[src/rtl/care_cmd_parser.sv]
// Parses framed ASCII care commands "!<cmd><digit><CR|LF>" from the UART byte stream.
// Each frame yields one registered action or error pulse. Inter-byte timeout and post-action cooldown are enforced.
module care_cmd_parser #(
  parameter logic [23:0] TIMEOUT_CYCLES = 24'd10_000_000,
  parameter logic [3:0]  COOLDOWN_S     = 4'd4
) (
  input  logic       clk,
  input  logic       reset,
  input  logic [7:0] rx_data,
  input  logic       rx_valid,
  input  logic       second,
  output logic       act_valid,
  output logic [2:0] act_code,
  output logic [3:0] act_amount,
  output logic       err_valid,
  output logic [1:0] err_code,
  output logic       busy,
  output logic [3:0] cooldown
);

  typedef enum logic [1:0] {IDLE, CMD, AMT, TERM} state_t;

  localparam logic [1:0] ERR_SYNTAX   = 2'd1;
  localparam logic [1:0] ERR_TIMEOUT  = 2'd2;
  localparam logic [1:0] ERR_COOLDOWN = 2'd3;

  state_t      state_q, state_d;
  logic [23:0] tmo_q, tmo_d;
  logic [3:0]  cd_q, cd_d;
  logic [2:0]  cmd_q, cmd_d;
  logic [3:0]  amt_q, amt_d;
  logic        act_valid_q, act_valid_d;
  logic [2:0]  act_code_q, act_code_d;
  logic [3:0]  act_amount_q, act_amount_d;
  logic        err_valid_q, err_valid_d;
  logic [1:0]  err_code_q, err_code_d;

  logic [7:0] up;
  logic       cmd_hit;
  logic [2:0] cmd_dec;
  logic       is_bang, is_digit, is_term;

  // Clearing bit 5 folds lower-case letters onto upper case; only 'x' and 'X' map to 'X'.
  assign up       = rx_data & 8'hDF;
  assign is_bang  = (rx_data == 8'h21);
  assign is_digit = (rx_data >= 8'h31) && (rx_data <= 8'h39);
  assign is_term  = (rx_data == 8'h0D) || (rx_data == 8'h0A);

  always_comb begin
    cmd_hit = 1'b1;
    cmd_dec = 3'd0;
    case (up)
      8'h46:   cmd_dec = 3'd0; // F feed
      8'h50:   cmd_dec = 3'd1; // P play
      8'h4D:   cmd_dec = 3'd2; // M medicine
      8'h57:   cmd_dec = 3'd3; // W wash
      8'h53:   cmd_dec = 3'd4; // S sleep
      8'h54:   cmd_dec = 3'd5; // T talk
      default: cmd_hit = 1'b0;
    endcase
  end

  always_comb begin
    state_d      = state_q;
    cmd_d        = cmd_q;
    amt_d        = amt_q;
    act_valid_d  = 1'b0;
    act_code_d   = act_code_q;
    act_amount_d = act_amount_q;
    err_valid_d  = 1'b0;
    err_code_d   = err_code_q;
    cd_d         = (second && cd_q != 4'd0) ? cd_q - 4'd1 : cd_q;

    if (state_q == IDLE || rx_valid)
      tmo_d = 24'd0;
    else if (tmo_q != TIMEOUT_CYCLES - 24'd1)
      tmo_d = tmo_q + 24'd1;
    else
      tmo_d = tmo_q;

    if (rx_valid) begin
      case (state_q)
        IDLE: if (is_bang) state_d = CMD;
        CMD: begin
          if (is_bang) state_d = CMD;
          else if (cmd_hit) begin
            cmd_d   = cmd_dec;
            state_d = AMT;
          end else begin
            err_valid_d = 1'b1;
            err_code_d  = ERR_SYNTAX;
            state_d     = IDLE;
          end
        end
        AMT: begin
          if (is_bang) state_d = CMD;
          else if (is_digit) begin
            amt_d   = rx_data[3:0];
            state_d = TERM;
          end else begin
            err_valid_d = 1'b1;
            err_code_d  = ERR_SYNTAX;
            state_d     = IDLE;
          end
        end
        TERM: begin
          if (is_bang) state_d = CMD;
          else if (is_term) begin
            state_d = IDLE;
            if (cd_q == 4'd0) begin
              act_valid_d  = 1'b1;
              act_code_d   = cmd_q;
              act_amount_d = amt_q;
              cd_d         = COOLDOWN_S;
            end else begin
              err_valid_d = 1'b1;
              err_code_d  = ERR_COOLDOWN;
            end
          end else begin
            err_valid_d = 1'b1;
            err_code_d  = ERR_SYNTAX;
            state_d     = IDLE;
          end
        end
        default: state_d = IDLE;
      endcase
    end else if (state_q != IDLE && tmo_q == TIMEOUT_CYCLES - 24'd2) begin
      // The counter reaches TIMEOUT_CYCLES-1 on this edge; a byte arriving now would have won.
      err_valid_d = 1'b1;
      err_code_d  = ERR_TIMEOUT;
      state_d     = IDLE;
    end
  end

  always_ff @(posedge clk or posedge reset) begin
    if (reset) begin
      state_q      <= IDLE;
      tmo_q        <= 24'd0;
      cd_q         <= 4'd0;
      cmd_q        <= 3'd0;
      amt_q        <= 4'd0;
      act_valid_q  <= 1'b0;
      act_code_q   <= 3'd0;
      act_amount_q <= 4'd0;
      err_valid_q  <= 1'b0;
      err_code_q   <= 2'd0;
    end else begin
      state_q      <= state_d;
      tmo_q        <= tmo_d;
      cd_q         <= cd_d;
      cmd_q        <= cmd_d;
      amt_q        <= amt_d;
      act_valid_q  <= act_valid_d;
      act_code_q   <= act_code_d;
      act_amount_q <= act_amount_d;
      err_valid_q  <= err_valid_d;
      err_code_q   <= err_code_d;
    end
  end

  assign act_valid  = act_valid_q;
  assign act_code   = act_code_q;
  assign act_amount = act_amount_q;
  assign err_valid  = err_valid_q;
  assign err_code   = err_code_q;
  assign busy       = (state_q != IDLE);
  assign cooldown   = cd_q;

endmodule

[config.mk]
export PLATFORM = sky130hd
export DESIGN_NAME = care_cmd_parser
export DESIGN_NICKNAME = d
export VERILOG_FILES = /design/src/rtl/care_cmd_parser.sv
export SDC_FILE = /design/constraint.sdc
export NUM_CORES = 1
export LEC_CHECK = 0
export ABC_AREA = 1
export BUFFER_PORTS_ARGS = -buffer_cell sky130_fd_sc_hd__buf_2
export CAP_MARGIN = 30
export CORE_ASPECT_RATIO = 1.25
export CORE_UTILIZATION = 59
export CTS_CLUSTER_DIAMETER = 80
export DETAILED_ROUTE_END_ITERATION = 8
export MAX_ROUTING_LAYER = met4
export PLACE_DENSITY_LB_ADDON = 0.12
export SLEW_MARGIN = 40
export SYNTH_ARGS = -nofsm -noshare
export SYNTH_HDL_FRONTEND = slang
export SYNTH_SLANG_ARGS = --single-unit
[constraint.sdc]
create_clock -name clk -period 1.7 [get_ports clk]
set_input_delay 0.17 -clock clk [delete_from_list [all_inputs] [get_ports clk]]
set_output_delay 0.17 -clock clk [all_outputs]
set_load 0.02 [all_outputs]
==> flow_metrics.env <==
export IMPL_crit_chain="nand2_1 > inv_1 > nand3_1 > nor4_1 > xor2_1 > nor2_1"
export IMPL_maxCapViolations=0
export IMPL_path_clk_slew_ns=0.09
export IMPL_clock_skew_ns=0.008675
export IMPL_holdPathStages=3
export IMPL_run_status="finished clean"
export IMPL_critPathMaxFanout=5
export IMPL_routedWlPerCell_um=13.61
export IMPL_use_met3_pct=4.454
export IMPL_portBuffers=27
export IMPL_synthArstFlopShare_pct=100.0
export IMPL_synth_most_common_cell="nand2_1"
export IMPL_syn_to_final_growth_pct=15.95
export IMPL_synth_top_family_by_area="simple AND/OR/NAND/NOR gates"
export IMPL_drt_vias_per_instance=5.315
export IMPL_die_w_um=63.46
export IMPL_syn_area_um2=2785
export IMPL_rows=27
export IMPL_drive_above_1_share_pct=22.41
export IMPL_synth_edff_count=0
export IMPL_worstSkewPairLatency_ns=0.30
export IMPL_arrival_ns=1.83
export IMPL_crit_cells=6
export IMPL_cts_buffers=5
export IMPL_powerDensity_nw_per_um2=947.0
export IMPL_wl_mm=6.436
export IMPL_syn_nets=386
export IMPL_reg2regPathDepth=6
export IMPL_antenna_cells=0
export IMPL_htree_num_levels=2
export IMPL_clk_path_buf_depth=2
export IMPL_min_from="rx_data[3]"
export IMPL_synthAdderAreaFrac_pct=1.348
export IMPL_die_area_um2=5001
export IMPL_die_y_um=78.82
export IMPL_yosysSeqAreaShare_pct=43.13
export IMPL_slowest_stage="dfrtp_1"
export IMPL_synth_ff_latch_count=48
export IMPL_finalCritPeriodShare_pct=96.19
export IMPL_root_buffer="clkbuf_8"
export IMPL_grt_pass1_wl_mm=10.85
export IMPL_netlist_area_leader_share_pct=43.13
export IMPL_nets=429
export IMPL_whs_ns=0.1781
export IMPL_min_to="amt_q[3]"
export IMPL_worst_slew_pin_transition_ns=0.4785
export IMPL_muxShareOfSynthArea_pct=0
export IMPL_peakVddDrop_uv=764.7
export IMPL_holdCritPathClass="in -> reg"
export IMPL_synth_xor_area_share_pct=3.774
export IMPL_crit_buf_inv=1
export IMPL_cp_top_family="simple AND/OR/NAND/NOR gates"
export IMPL_first_global_vias=2446
export IMPL_antenna_found_initial=0
export IMPL_hpwl_mm=4.875
export IMPL_fin_crit_ns=1.635
export IMPL_gp_congestion=0.9533
export IMPL_relSlewSlack_pct=67.80
export IMPL_hold_viol=0
export IMPL_postRouteAntennaNets=0
export IMPL_yosysWarnings=0
export IMPL_yosysTopAreaCell="dfrtp_1"
export IMPL_end_kind="flop"
export IMPL_grt_use_met2_pct=52.77
export IMPL_avgSynthCellArea_um2=7.507
export IMPL_setup_violations=0
export IMPL_busiest_layer="met2"
export IMPL_cp_data_required_time_ns=1.90
export IMPL_synth_distinct_cells=30
export IMPL_ioPinCount=28
export IMPL_cts_tree="done"
export IMPL_grt_start_max_net_pins=22
export IMPL_cts_sinks=48
export IMPL_first_pass_iters=4
export IMPL_path_class="reg -> reg"
export IMPL_leakage_nw=1.495
export IMPL_yosys_area_share_simple_pct=35.49
export IMPL_start_util_pct=62.46
export IMPL_start_kind="flop"
export IMPL_drc=0
export IMPL_r2r_end="tmo_q[12]"
export IMPL_netlist_top_cells_count="90 x nand2_1, 48 x dfrtp_1, 46 x inv_1, 41 x nor2_1, 26 x nand3_1"
export IMPL_synth_compound_area_share_pct=7.233
export IMPL_rrSetupSlack_ns=0.06
export IMPL_via_count=2514
export IMPL_grt_ovfl_total=0
export IMPL_grt_usage_pct=28.92
export IMPL_rsz0062_at_grt="yes"
export IMPL_ys_flop_type="dfrtp_1"
export IMPL_core_um2=4459
export IMPL_slew_violations=0
export IMPL_synthCells=371
export IMPL_post_route_util_pct=72.42
export IMPL_yosys_top_cells_area="dfrtp_1 43%, nand2_1 12%, inv_1 6.2%"
export IMPL_drtIter0Drc=114
export IMPL_cp_slowest_stage_delay_ns=0.47
export IMPL_grt_met1_usage_pct=29.51
export IMPL_fmaxAchievable_mhz=611.5
export IMPL_r2r_start="tmo_q[10]"
worst reg2reg max path, cell delays in order, from the launching register on:
cell,delay [ns]
dfrtp_1,0.47
nand2_1,0.17
inv_1,0.10
nand3_1,0.15
nor4_1,0.41
xor2_1,0.19
nor2_1,0.05
worst max path at each step:
stage	end	start
6_report	tmo_q[12]	tmo_q[10]
5_1_grt	act_amount[0]	cooldown[0]
4_1_cts	act_amount[1]	cooldown[0]
3_5_place_dp	act_amount[1]	cooldown[0]
3_3_place_gp	err_code[1]	cooldown[0]
2_1_floorplan	act_code[0]	cooldown[0]
per-layer routing:
| layer | wire length, um | vias to the layer above |
|---|---|---|
| li1 | - | 1272 |
| met1 | 2513 | 1165 |
| met2 | 3549 | 61 |
| met3 | 181 | 16 |
| met4 | 191 | 0 |
| met5 | 0 | - |
layout by cell type (no fill, tap or decap), types with 2 or more instances in the layout:
master,n
a21oi_1,9
a31oi_1,4
buf_2,27
buf_4,12
clkbuf_8,5
dfrtp_1,48
ha_1,2
inv_1,42
inv_2,17
nand2_1,89
nand2_2,4
nand3_1,25
nand4_1,15
nor2_1,39
nor2_2,6
nor2_4,5
nor3_1,6
nor3_2,8
nor3_4,2
nor4_1,3
o21ai_0,13
o21ai_1,9
xnor2_1,2
xor2_1,10
layout make-up:
| type | instances | area, um2 |
|---|---|---|
| Multi-Input combinational cell | 259 | 1373 |
| Fill cell | 382 | 1230 |
| Sequential cell | 48 | 1201 |
| Timing Repair Buffer | 41 | 246.5 |
| Inverter | 59 | 221.5 |
| Tap cell | 58 | 72.57 |
| Clock buffer | 5 | 68.82 |
| Clock inverter | 3 | 46.29 |
state kept, by name (all words and copies together) (netlist names), 2 cells and up:
signal,count
act_amount,4
act_code,3
amt_q,4
cmd_q,3
cooldown,4
err_code,2
state_q,2
tmo_q,24
kinds of logic (layout without fill, tap and decap cells):
| group | after synthesis | after routing |
|---|---|---|
| flops | 48 | 48 |
| fa+ha+maj | 3 | 3 |
| buf+inv | 64 | 108 |
| simple gates | 206 | 206 |
| xor+xnor | 12 | 12 |
| compound gates | 38 | 38 |
timing repair:
item,in CTS,in global routing
hold buffers,1,0
endpoints found under the setup margin,0,17
buffers inserted,0,4
endpoints found under the hold margin,19,0
resized for setup,0,14
metrics by stage:
| step | power [mW] | std cells | cell area (um2) | setup WS [ns] | TNS, ns |
|---|---|---|---|---|---|
| finish | 3.058 | 473 | 3229 | 0.06473 | 0 |
| global route | 3.236 | 473 | 3229 | -0.06162 | -0.4487 |
| CTS | 2.971 | 468 | 3148 | 0.03860 | 0 |
| detailed placement | 2.134 | 459 | 3023 | 0.05241 | 0 |
| global placement | 2.104 | 459 | 3023 | 0.1552 | 0 |
| floorplan | 1.873 | 371 | 2785 | 0.08897 | 0 |
where the power goes:
group,switching (mW),internal [mW],total [mW]
clock,0.406,0.443,0.849
sequential,0.0959,1.24,1.34
combinational,0.557,0.317,0.873
Power figures use the tool's default switching activity.
